===== config.mk =====
export PLATFORM = sky130hd
export DESIGN_NAME = mac_frame_scheduler
export DESIGN_NICKNAME = d
export VERILOG_FILES = /design/src/rtl/mac_frame_scheduler.sv
export SDC_FILE = /design/constraint.sdc
export NUM_CORES = 1
export LEC_CHECK = 0
export ABC_AREA = 1
export CORE_UTILIZATION = 45
export DETAILED_ROUTE_END_ITERATION = 10
export HOLD_SLACK_MARGIN = 0.06
export PLACE_DENSITY = 0.75
export SYNTH_ARGS = -nofsm -noshare
export SYNTH_HDL_FRONTEND = slang
export SYNTH_SLANG_ARGS = --single-unit

===== constraint.sdc =====
create_clock -name clk -period 8.03 [get_ports clk]
set_input_delay 2.0075 -clock clk [delete_from_list [all_inputs] [get_ports clk]]
set_output_delay 2.0075 -clock clk [all_outputs]
set_load 0.005 [all_outputs]

===== src/rtl/mac_frame_scheduler.sv =====
// mac_frame_scheduler: round-robin owner of the MAC frame generator; grants one of i_req, drives o_grant/o_gen_start/o_gen_length for the frame's beat count, pulses o_ack or o_aborted, then holds the inter-packet gap (o_busy, o_frames_sent)
module mac_frame_scheduler #(
    parameter int NUM_REQ     = 4,
    parameter int IPG_CYCLES  = 2,
    parameter int MIN_PAYLOAD = 46,
    parameter int MAX_PAYLOAD = 1500
) (
    input  logic                  clk,
    input  logic                  i_rst,
    input  logic                  i_enable,
    input  logic [NUM_REQ-1:0]    i_req,
    input  logic [NUM_REQ*16-1:0] i_len,
    input  logic                  i_abort,
    output logic [NUM_REQ-1:0]    o_grant,
    output logic                  o_gen_start,
    output logic [15:0]           o_gen_length,
    output logic [NUM_REQ-1:0]    o_ack,
    output logic                  o_aborted,
    output logic                  o_busy,
    output logic [31:0]           o_frames_sent
);
    localparam int IW = $clog2(NUM_REQ);
    localparam logic [1:0] IDLE = 2'd0, TX = 2'd1, IFG = 2'd2;
    localparam logic [1:0] DONE_STATE = (IPG_CYCLES == 0) ? IDLE : IFG;
    localparam logic [15:0] GAP_LOAD = 16'((IPG_CYCLES == 0) ? 0 : IPG_CYCLES - 1);
    logic [1:0] state_q, state_d;
    logic [15:0] cnt_q, cnt_d, len_q, len_d;
    logic [IW-1:0] last_q, last_d, win, idx;
    logic [NUM_REQ-1:0] grant_q, grant_d, ack_q, ack_d;
    logic start_q, start_d, aborted_q, aborted_d, busy_q, busy_d, found;
    logic [31:0] frames_q, frames_d;
    logic [15:0] raw_len, pay_len, beats;

    always_comb begin
        win = '0;
        idx = '0;
        found = 1'b0;
        for (int i = 1; i <= NUM_REQ; i++) begin
            idx = IW'((int'(last_q) + i) % NUM_REQ);
            if (!found && i_req[idx]) begin
                found = 1'b1;
                win = idx;
            end
        end
        raw_len = i_len[{win, 4'b0} +: 16];
        pay_len = raw_len < 16'(MIN_PAYLOAD) ? 16'(MIN_PAYLOAD) :
                  raw_len > 16'(MAX_PAYLOAD) ? 16'(MAX_PAYLOAD) : raw_len;
        beats = (pay_len + 16'd33) >> 3;
    end

    always_comb begin
        state_d = state_q;
        cnt_d = cnt_q;
        last_d = last_q;
        grant_d = grant_q;
        start_d = start_q;
        len_d = len_q;
        frames_d = frames_q;
        ack_d = '0;
        aborted_d = 1'b0;
        if (state_q == IDLE) begin
            if (i_enable && found) begin
                state_d = TX;
                cnt_d = beats - 16'd1;
                last_d = win;
                grant_d = NUM_REQ'(1) << win;
                start_d = 1'b1;
                len_d = pay_len;
            end
        end else if (state_q == TX) begin
            if (i_abort || cnt_q == 16'd0) begin
                state_d = DONE_STATE;
                cnt_d = GAP_LOAD;
                grant_d = '0;
                start_d = 1'b0;
                ack_d = i_abort ? '0 : grant_q;
                aborted_d = i_abort;
                frames_d = frames_q + {31'd0, !i_abort};
            end else begin
                cnt_d = cnt_q - 16'd1;
            end
        end else begin
            state_d = (cnt_q == 16'd0) ? IDLE : state_q;
            cnt_d = (cnt_q == 16'd0) ? cnt_q : cnt_q - 16'd1;
        end
        busy_d = state_d != IDLE;
    end

    always_ff @(posedge clk or posedge i_rst) begin
        if (i_rst) begin
            state_q <= IDLE;
            cnt_q <= '0;
            last_q <= IW'(NUM_REQ - 1);
            grant_q <= '0;
            start_q <= 1'b0;
            len_q <= '0;
            frames_q <= '0;
            ack_q <= '0;
            aborted_q <= 1'b0;
            busy_q <= 1'b0;
        end else begin
            state_q <= state_d;
            cnt_q <= cnt_d;
            last_q <= last_d;
            grant_q <= grant_d;
            start_q <= start_d;
            len_q <= len_d;
            frames_q <= frames_d;
            ack_q <= ack_d;
            aborted_q <= aborted_d;
            busy_q <= busy_d;
        end
    end

    assign o_grant = grant_q;
    assign o_gen_start = start_q;
    assign o_gen_length = len_q;
    assign o_ack = ack_q;
    assign o_aborted = aborted_q;
    assign o_busy = busy_q;
    assign o_frames_sent = frames_q;
endmodule

==> results of run 1 <==
## how the worst max path moves through the flow
stage | from | to | depth (start not counted)
after floorplan | i_req[2] | cnt_q[6] | 30
after global placement | i_req[1] | cnt_q[6] | 28
after detailed placement | i_req[1] | cnt_q[6] | 29
after CTS | i_req[1] | cnt_q[6] | 29
after global routing | i_req[0] | cnt_q[6] | 29
final | i_req[1] | cnt_q[6] | 29
## cell families after synthesis
kind of cell | Yosys count
flip-flops | 79
multiplexers | 1
AND/OR/NAND/NOR | 484
adder cells (fa/ha/maj) | 4
buffers and inverters | 127
XOR/XNOR | 37
AO/OA/AOI/OAI | 63
## final cells by class
| type | instances | area [um^2] | share of cell area |
|---|---|---|---|
| clock inverter | 5 | 41.3 | 0.00586 |
| sequential | 79 | 1980 | 0.281 |
| clock buffer | 11 | 253 | 0.0359 |
| tap | 143 | 179 | 0.0254 |
| multi-input combinational | 589 | 2870 | 0.408 |
| timing repair buffer | 132 | 1320 | 0.187 |
| inverter | 106 | 399 | 0.0567 |
## Yosys cell counts (all sizes together), types with 2 or more instances
| cell | instances |
|---|---|
| ha | 4 |
| nor2 | 84 |
| o22ai | 5 |
| nor4 | 4 |
| xnor2 | 11 |
| a31oi | 3 |
| clkbuf | 7 |
| nand4 | 9 |
| o211ai | 2 |
| clkinv | 2 |
| nand3b | 11 |
| o41ai | 2 |
| inv | 104 |
| buf | 14 |
| o21ai | 35 |
| dfrtp | 77 |
| a21oi | 9 |
| xor2 | 26 |
| nand3 | 61 |
| dfstp | 2 |
| nor3 | 18 |
| o31ai | 5 |
| nand2 | 294 |
## layer usage
layer | track usage | vias to the layer above
met5 | 0 | -
li1 | - | 2751
met1 | 0.291 | 2345
met2 | 0.384 | 142
met3 | 0.0432 | 28
met4 | 0.0829 | 0
## power groups by stage
stage                     logic, W  registers [W]  clock network (W)
after floorplan            0.00128       0.000551                  0
after global placement     0.00157       0.000568                  0
after detailed placement   0.00157       0.000569                  0
after CTS                  0.00158       0.000563           0.000403
after global routing       0.00183       0.000575           0.000422
final                      0.00158       0.000564           0.000394
## sequential cells by signal, indices dropped and copies added (netlist names)
| signal | count |
|---|---|
| o_gen_length | 16 |
| last_q | 2 |
| cnt_q | 16 |
| o_aborted | 1 |
| o_grant | 4 |
| o_busy | 1 |
| state_q | 2 |
| o_gen_start | 1 |
| o_frames_sent | 32 |
| o_ack | 4 |
## through the flow
step                      hold slack [ns]  total power, W  instance area [um^2]
after global placement              0.449         0.00213                  6750
final                               0.467         0.00254                  7040
after detailed placement            0.457         0.00214                  6750
after CTS                           0.473         0.00255                  7040
after floorplan                     0.460         0.00183                  5370
after global routing                0.488         0.00283                  7040
## critical path, delay by kind of cell
| family | cells | cell delay, ns |
|---|---|---|
| adder cells (fa/ha/maj) | 1 | 0.18 |
| AND/OR/NAND/NOR | 23 | 2.97 |
| buffers and inverters | 4 | 0.95 |
| AO/OA/AOI/OAI | 1 | 0.08 |
==> implementation parameters, run 1 <==
Parameter                              Value

Placed design
  Worst-case setup slack after placement ... 1.76 ns
  Number of placed instances with taps included ... 1049
  Dpl hpwl ... 9820 um
  Count of buffers inserted at the top-level ports ... 130
  Gpl congestion ... 0.920

Synth
  Number of enable-type register cells in the synthesized netlist ... 0
  Cell variety after synth ... 42
  Number of instances in the synthesized netlist ... 795
  Fraction of post-synthesis cell area in the top cell type by area ... 0.359
  Post-synthesis net count ... 871
  Mean post-synth cell area ... 6.76 um^2
  Synth Flop Type ... dfrtp_1
  Combinational family with the most area after synthesis ... simple AND/OR/NAND/NOR gates
  FF+latch count, synth ... 79
  Yosys warns ... 0
  Cell type with the largest total area after synthesis ... dfrtp_1
  Fraction of the yosys area taken by sequential cells ... 0.368
  Share of cell area taken by muxes after synthesis ... 0.00186
  Syn Std Cell Area ... 5370 um^2
  Compound-Gate Fraction of Synth Area ... 0.0678
  Main area contributors after synthesis ... dfrtp_1, nand2_1, inv_1
  Post-synthesis xor/xnor area fraction ... 0.0603
  Adder and majority gate portion of the synthesized area ... 0.00931
  Area share of and/or/nand/nor cells after synthesis ... 0.395
  Async set-reset flop share out of synthesis ... 1.00

Critical path
  Startpoint of the most critical register-to-register path ... last_q[0]
  Cell with the largest stage delay on the worst path ... nand2_1
  Most frequent CP cell ... nand2_1
  Internal reg-to-reg setup slack ... 3.36 ns
  Signal arrival time at the worst endpoint ... 6.21 ns
  Worst reg2reg path depth ... 27
  Kind of end point of the critical path ... flop
  Required time of the critical path ... 8.26 ns
  End of the worst register-to-register path ... cnt_q[6]
  Crit path kind ... in -> reg
  Critical path launch point type ... input port
  CP peak stage delay ... 0.57 ns
  Worst-path maximum fanout ... 22

Timing
  Tcrit/Tclk final ... 0.744
  Worst-margin pin slew ... 0.976 ns
  Slew margin rel. ... 0.349
  Final WS setup ... 2.05 ns
  Minimum clock period after layout ... 5.98 ns
  Summed negative setup slack over all endpoints ... 0 ns
  Final setup skew ... 0.00695 ns
  Final hold vios ... 0
  RSZ-0062 raised after global routing ... false
  Max Transition Viols Final ... 0
  Peak Freq ... 167 MHz
  Finish-stage setup viols ... 0

Clock tree
  Buffer levels on the longest clock path ... 2
  TritonCTS buffer count ... 9
  Post-CTS setup buffer count ... 0
  Number of clock sinks seen by CTS ... 79
  Insertion delay to the later sink of the worst-skew pair ... 0.33 ns
  Clk pin slew, worst setup/hold paths ... 0.06 ns
  CTS tree ... yes
  Maximum level of the CTS H-tree ... 3
  Root buffer cell ... clkbuf_16
  Cts hold-fix bufs ... 0
  Number of gates resized after CTS ... 0

Floorplanning
  I/O pin count ... 131
  Total die area ... 12400 um^2
  Width of the chip ... 111 um
  Cell Rows ... 39
  Core ar. ... 11500 um^2
  Vert. Die Dim ... 111 um
  Effective utilization at floorplan ... 0.467

Global route
  Pin count of the biggest net entering global routing ... 80
  Global-route wire length before repair ... 23000 um
  All-layer global routing usage ... 0.228
  Via count of the first global-routing pass ... 5023
  Number of antenna violations at the first check in global routing ... 0
  Remaining Overflow, GRT ... 0

Cells and area
  Area added between synthesis and finish ... 31.0%
  Layout Utilization ... 0.611
  Share of cells above drive strength 1 ... 0.0781
  Number of nets at the end of the flow ... 993
  Top library cells by usage in the layout, fill and taps aside ... nand2_1, clkdlybuf4s50_1, inv_1, dfrtp_1, nor2_1
  Fin cells ... 1065
  Antenna diode count ... 0
  Commonest non-fill, non-tap cell in the layout ... nand2_1
  Fillcell total ... 1075

Run
  Max Cap Violations ... 0

Drt
  Via total after detailed routing ... 5266
  Routed length per placed instance ... 12.3 um
  Detailed-router iteration count before antenna repair ... 9
  DRC Markers ... 18
  Uppermost metal layer occupied by signal nets ... met4
  Initial DRC Count ... 349
  Final routed wirelength across all metal layers ... 13100 um
  Routed length on met3 ... 661 um
  Length of routed wiring on met1 ... 5940 um
  Routed length on met2 ... 6080 um
  Average vias per placed instance ... 4.94
  Antenna Violating Nets Remaining ... 0

Worst hold path
  Launch point of the worst hold path ... o_frames_sent[31]
  Hold path endpoint ... o_frames_sent[31]
  Cells on Worst Hold Path ... 1
  Hold Path Class ... reg -> reg

Power and ir drop
  Net load switching power ... 0.00129 W
  Share of power burned in the clock network ... 0.155
  Cell-internal power ... 0.00125 W
  Total power per unit cell area ... 361 nW/um^2
  Part of the total power dissipated in combinational logic ... 0.623
  Max VDD drop ... 0.433 mV
  Portion of total power attributed to sequential cells ... 0.222
  Leakage ... 3.56 nW
  Net Sw Frac ... 0.508

Run status
  Run status ... complete, but fails checks
  Failing checks ... DRC
(Power assumes the default switching activity.)
==> run 2, diff against run 1 <==
--- a/config.mk
+++ b/config.mk
@@ -9,7 +9,7 @@
 export CORE_UTILIZATION = 45
 export DETAILED_ROUTE_END_ITERATION = 10
 export HOLD_SLACK_MARGIN = 0.06
-export PLACE_DENSITY = 0.75
+export PLACE_DENSITY = 0.78
 export SYNTH_ARGS = -nofsm -noshare
 export SYNTH_HDL_FRONTEND = slang
 export SYNTH_SLANG_ARGS = --single-unit
==> constraint.sdc (replaced) <==
create_clock -name clk -period 5.3 [get_ports clk]
set_input_delay 1.325 -clock clk [delete_from_list [all_inputs] [get_ports clk]]
set_output_delay 1.325 -clock clk [all_outputs]
set_load 0.005 [all_outputs]
==> implementation parameters, run 2 (synthesis results as in run 1) <==
Parameter                              Value

Placed design
  Count of buffers inserted at the top-level ports ... 130 (unchanged)
  Dpl hpwl ... 10300 um (+4.9%)
  Gpl congestion ... 0.889 (-3.4%)
  Post-DP Area ... 6810 um^2 (+0.89%)

Clock tree
  Post-CTS setup buffer count ... 0 (unchanged)
  Insertion delay to the later sink of the worst-skew pair ... 0.34 ns (about the same)
  Maximum level of the CTS H-tree ... 3 (unchanged)
  TritonCTS buffer count ... 9 (unchanged)
  CTS tree ... yes
  Buffer levels on the longest clock path ... 2 (unchanged)
  Cts hold-fix bufs ... 0 (unchanged)
  Number of gates resized after CTS ... 0 (unchanged)
  Clk pin slew, worst setup/hold paths ... 0.07 ns (about the same)
  Number of clock sinks seen by CTS ... 79 (unchanged)
  Root buffer cell ... clkbuf_16

Critical path
  Critical path launch point type ... input port
  Crit path kind ... in -> reg
  CP peak stage delay ... 0.44 ns (-0.13 ns)
  Worst-path maximum fanout ... 32 (+45%)
  Signal arrival time at the worst endpoint ... 5.01 ns (-1.20 ns)
  Required time of the critical path ... 5.53 ns (-2.73 ns)
  Cell with the largest stage delay on the worst path ... clkdlybuf4s50_1
  Kind of end point of the critical path ... flop
  Internal reg-to-reg setup slack ... 1.14 ns (-2.22 ns)
  Most frequent CP cell ... nand2_1

Run status
  Run status ... complete, but fails checks
  Failing checks ... DRC

Timing
  Summed negative setup slack over all endpoints ... 0 ns (unchanged)
  Peak Freq ... 209 MHz
  Finish-stage setup viols ... 0 (unchanged)
  Slew margin rel. ... 0.430 (+0.0802)
  Worst-margin pin slew ... 0.855 ns (-0.121 ns)
  Minimum clock period after layout ... 4.78 ns
  Final setup skew ... 0.0100 ns (+0.00310 ns)
  Tcrit/Tclk final ... 0.902
  Final hold vios ... 0 (unchanged)
  RSZ-0062 raised after global routing ... false
  Max Transition Viols Final ... 0 (unchanged)

Run
  Max Cap Violations ... 0 (unchanged)

Power and ir drop
  Leakage ... 3.61 nW (+1.4%)
  Total power per unit cell area ... 558 nW/um^2 (+55%)
  Max VDD drop ... 0.388 mV (-10%)

Floorplanning
  Width of the chip ... 111 um (unchanged)
  Total die area ... 12400 um^2 (unchanged)
  Effective utilization at floorplan ... 0.467 (unchanged)
  Cell Rows ... 39 (unchanged)
  I/O pin count ... 131 (unchanged)
  Core ar. ... 11500 um^2 (unchanged)
  Vert. Die Dim ... 111 um (unchanged)

Drt
  Final routed wirelength across all metal layers ... 13400 um (+2.7%)
  Initial DRC Count ... 378 (+8.3%)
  Detailed-router iteration count before antenna repair ... 8 (-1)
  Routed length per placed instance ... 12.5 um (+1.9%)
  DRC Markers ... 23 (+5)
  Average vias per placed instance ... 4.97 (+0.59%)
  Via total after detailed routing ... 5337 (+1.3%)
  Antenna Violating Nets Remaining ... 0 (unchanged)

Cells and area
  Commonest non-fill, non-tap cell in the layout ... nand2_1
  Antenna diode count ... 0 (unchanged)
  Top library cells by usage in the layout, fill and taps aside ... nand2_1, clkdlybuf4s50_1, inv_1, dfrtp_1, nor2_1
  Number of flip-flops in the largest register ... 32 (unchanged)
  Number of nets at the end of the flow ... 1001 (+0.81%)
  Share of cells above drive strength 1 ... 0.0871 (+0.00901)
  Final cell area excluding filler cells ... 7130 um^2 (+1.3%)
  Area added between synthesis and finish ... 32.7%

Global route
  All-layer global routing usage ... 0.229 (+0.000636)
  Number of antenna violations at the first check in global routing ... 0 (unchanged)
  Remaining Overflow, GRT ... 0 (unchanged)
  Via count of the first global-routing pass ... 5076 (+1.1%)
  Global-route wire length before repair ... 23300 um (+1.3%)
  Pin count of the biggest net entering global routing ... 52 (-35%)

Worst hold path
  Hold Path Class ... reg -> reg
==> run 2: stage by stage <==
stage / std cells / total power [W] / hold slack (ns) / utilization / setup WS (ns)
after floorplan: 795 / 0.00277 / 0.460 / - / 1.21
after global placement: 1057 / 0.00328 / 0.448 / 0.591 / 0.149
after global routing: 1073 / 0.00439 / 0.484 / 0.619 / 0.0132
after detailed placement: 1057 / 0.00330 / 0.452 / 0.591 / 0.0791
after CTS: 1073 / 0.00396 / 0.468 / 0.618 / 0.429
final: 1073 / 0.00398 / 0.467 / 0.619 / 0.517
==> run 2: critical path: cells and delay by family <==
kind / cells / cell delay (ns)
fa+ha+maj: 1 / 0.15
simple gates: 24 / 2.56
buf+inv: 6 / 0.95
==> run 2: cell type report <==
cell class,instances,area [um^2]
clock buffer,9,225
clock inverter,7,83.8
fill,1059,4380
inverter,106,399
multi-input combinational,589,2890
sequential,79,1980
tap,143,179
timing repair buffer,140,1380
==> run 2: worst paths after layout <==
| kind | endpoint | from | depth (start not counted) |
|---|---|---|---|
| setup reg to reg | cnt_q[6] | last_q[0] | 31 |
| hold reg to reg | o_gen_length[12] | o_gen_length[12] | 2 |
| min in group asynchronous | o_frames_sent[21] | i_rst | 2 |
| hold / removal | o_gen_length[12] | o_gen_length[12] | 2 |
| setup / recovery | cnt_q[6] | i_req[1] | 31 |
| max in group asynchronous | last_q[0] | i_rst | 3 |
==> run 2: metal layers <==
layer  part of all wire  up-vias  track usage  wire length, um
li1                   -     2755            -                -
met1               0.45     2425        0.294             6080
met2               0.49      148        0.406             6570
met3              0.050        9       0.0410              672
met4             0.0058        0       0.0369               78
met5                  0        -            0                0
==> run 2: where the power goes <==
part           internal, W  switching (W)  leakage, nW
sequential        0.000736       0.000116        0.996
combinational     0.000864        0.00162         2.46
clock             0.000374       0.000270        0.149
total              0.00197        0.00200         3.61
==> run 3, diff against run 2 <==
--- a/config.mk
+++ b/config.mk
@@ -13,3 +13,4 @@
 export SYNTH_ARGS = -nofsm -noshare
 export SYNTH_HDL_FRONTEND = slang
 export SYNTH_SLANG_ARGS = --single-unit
+export TNS_END_PERCENT = 1
==> results of run 3 <==
No change in the layout: final DEF, timing and power equal those of run 2.
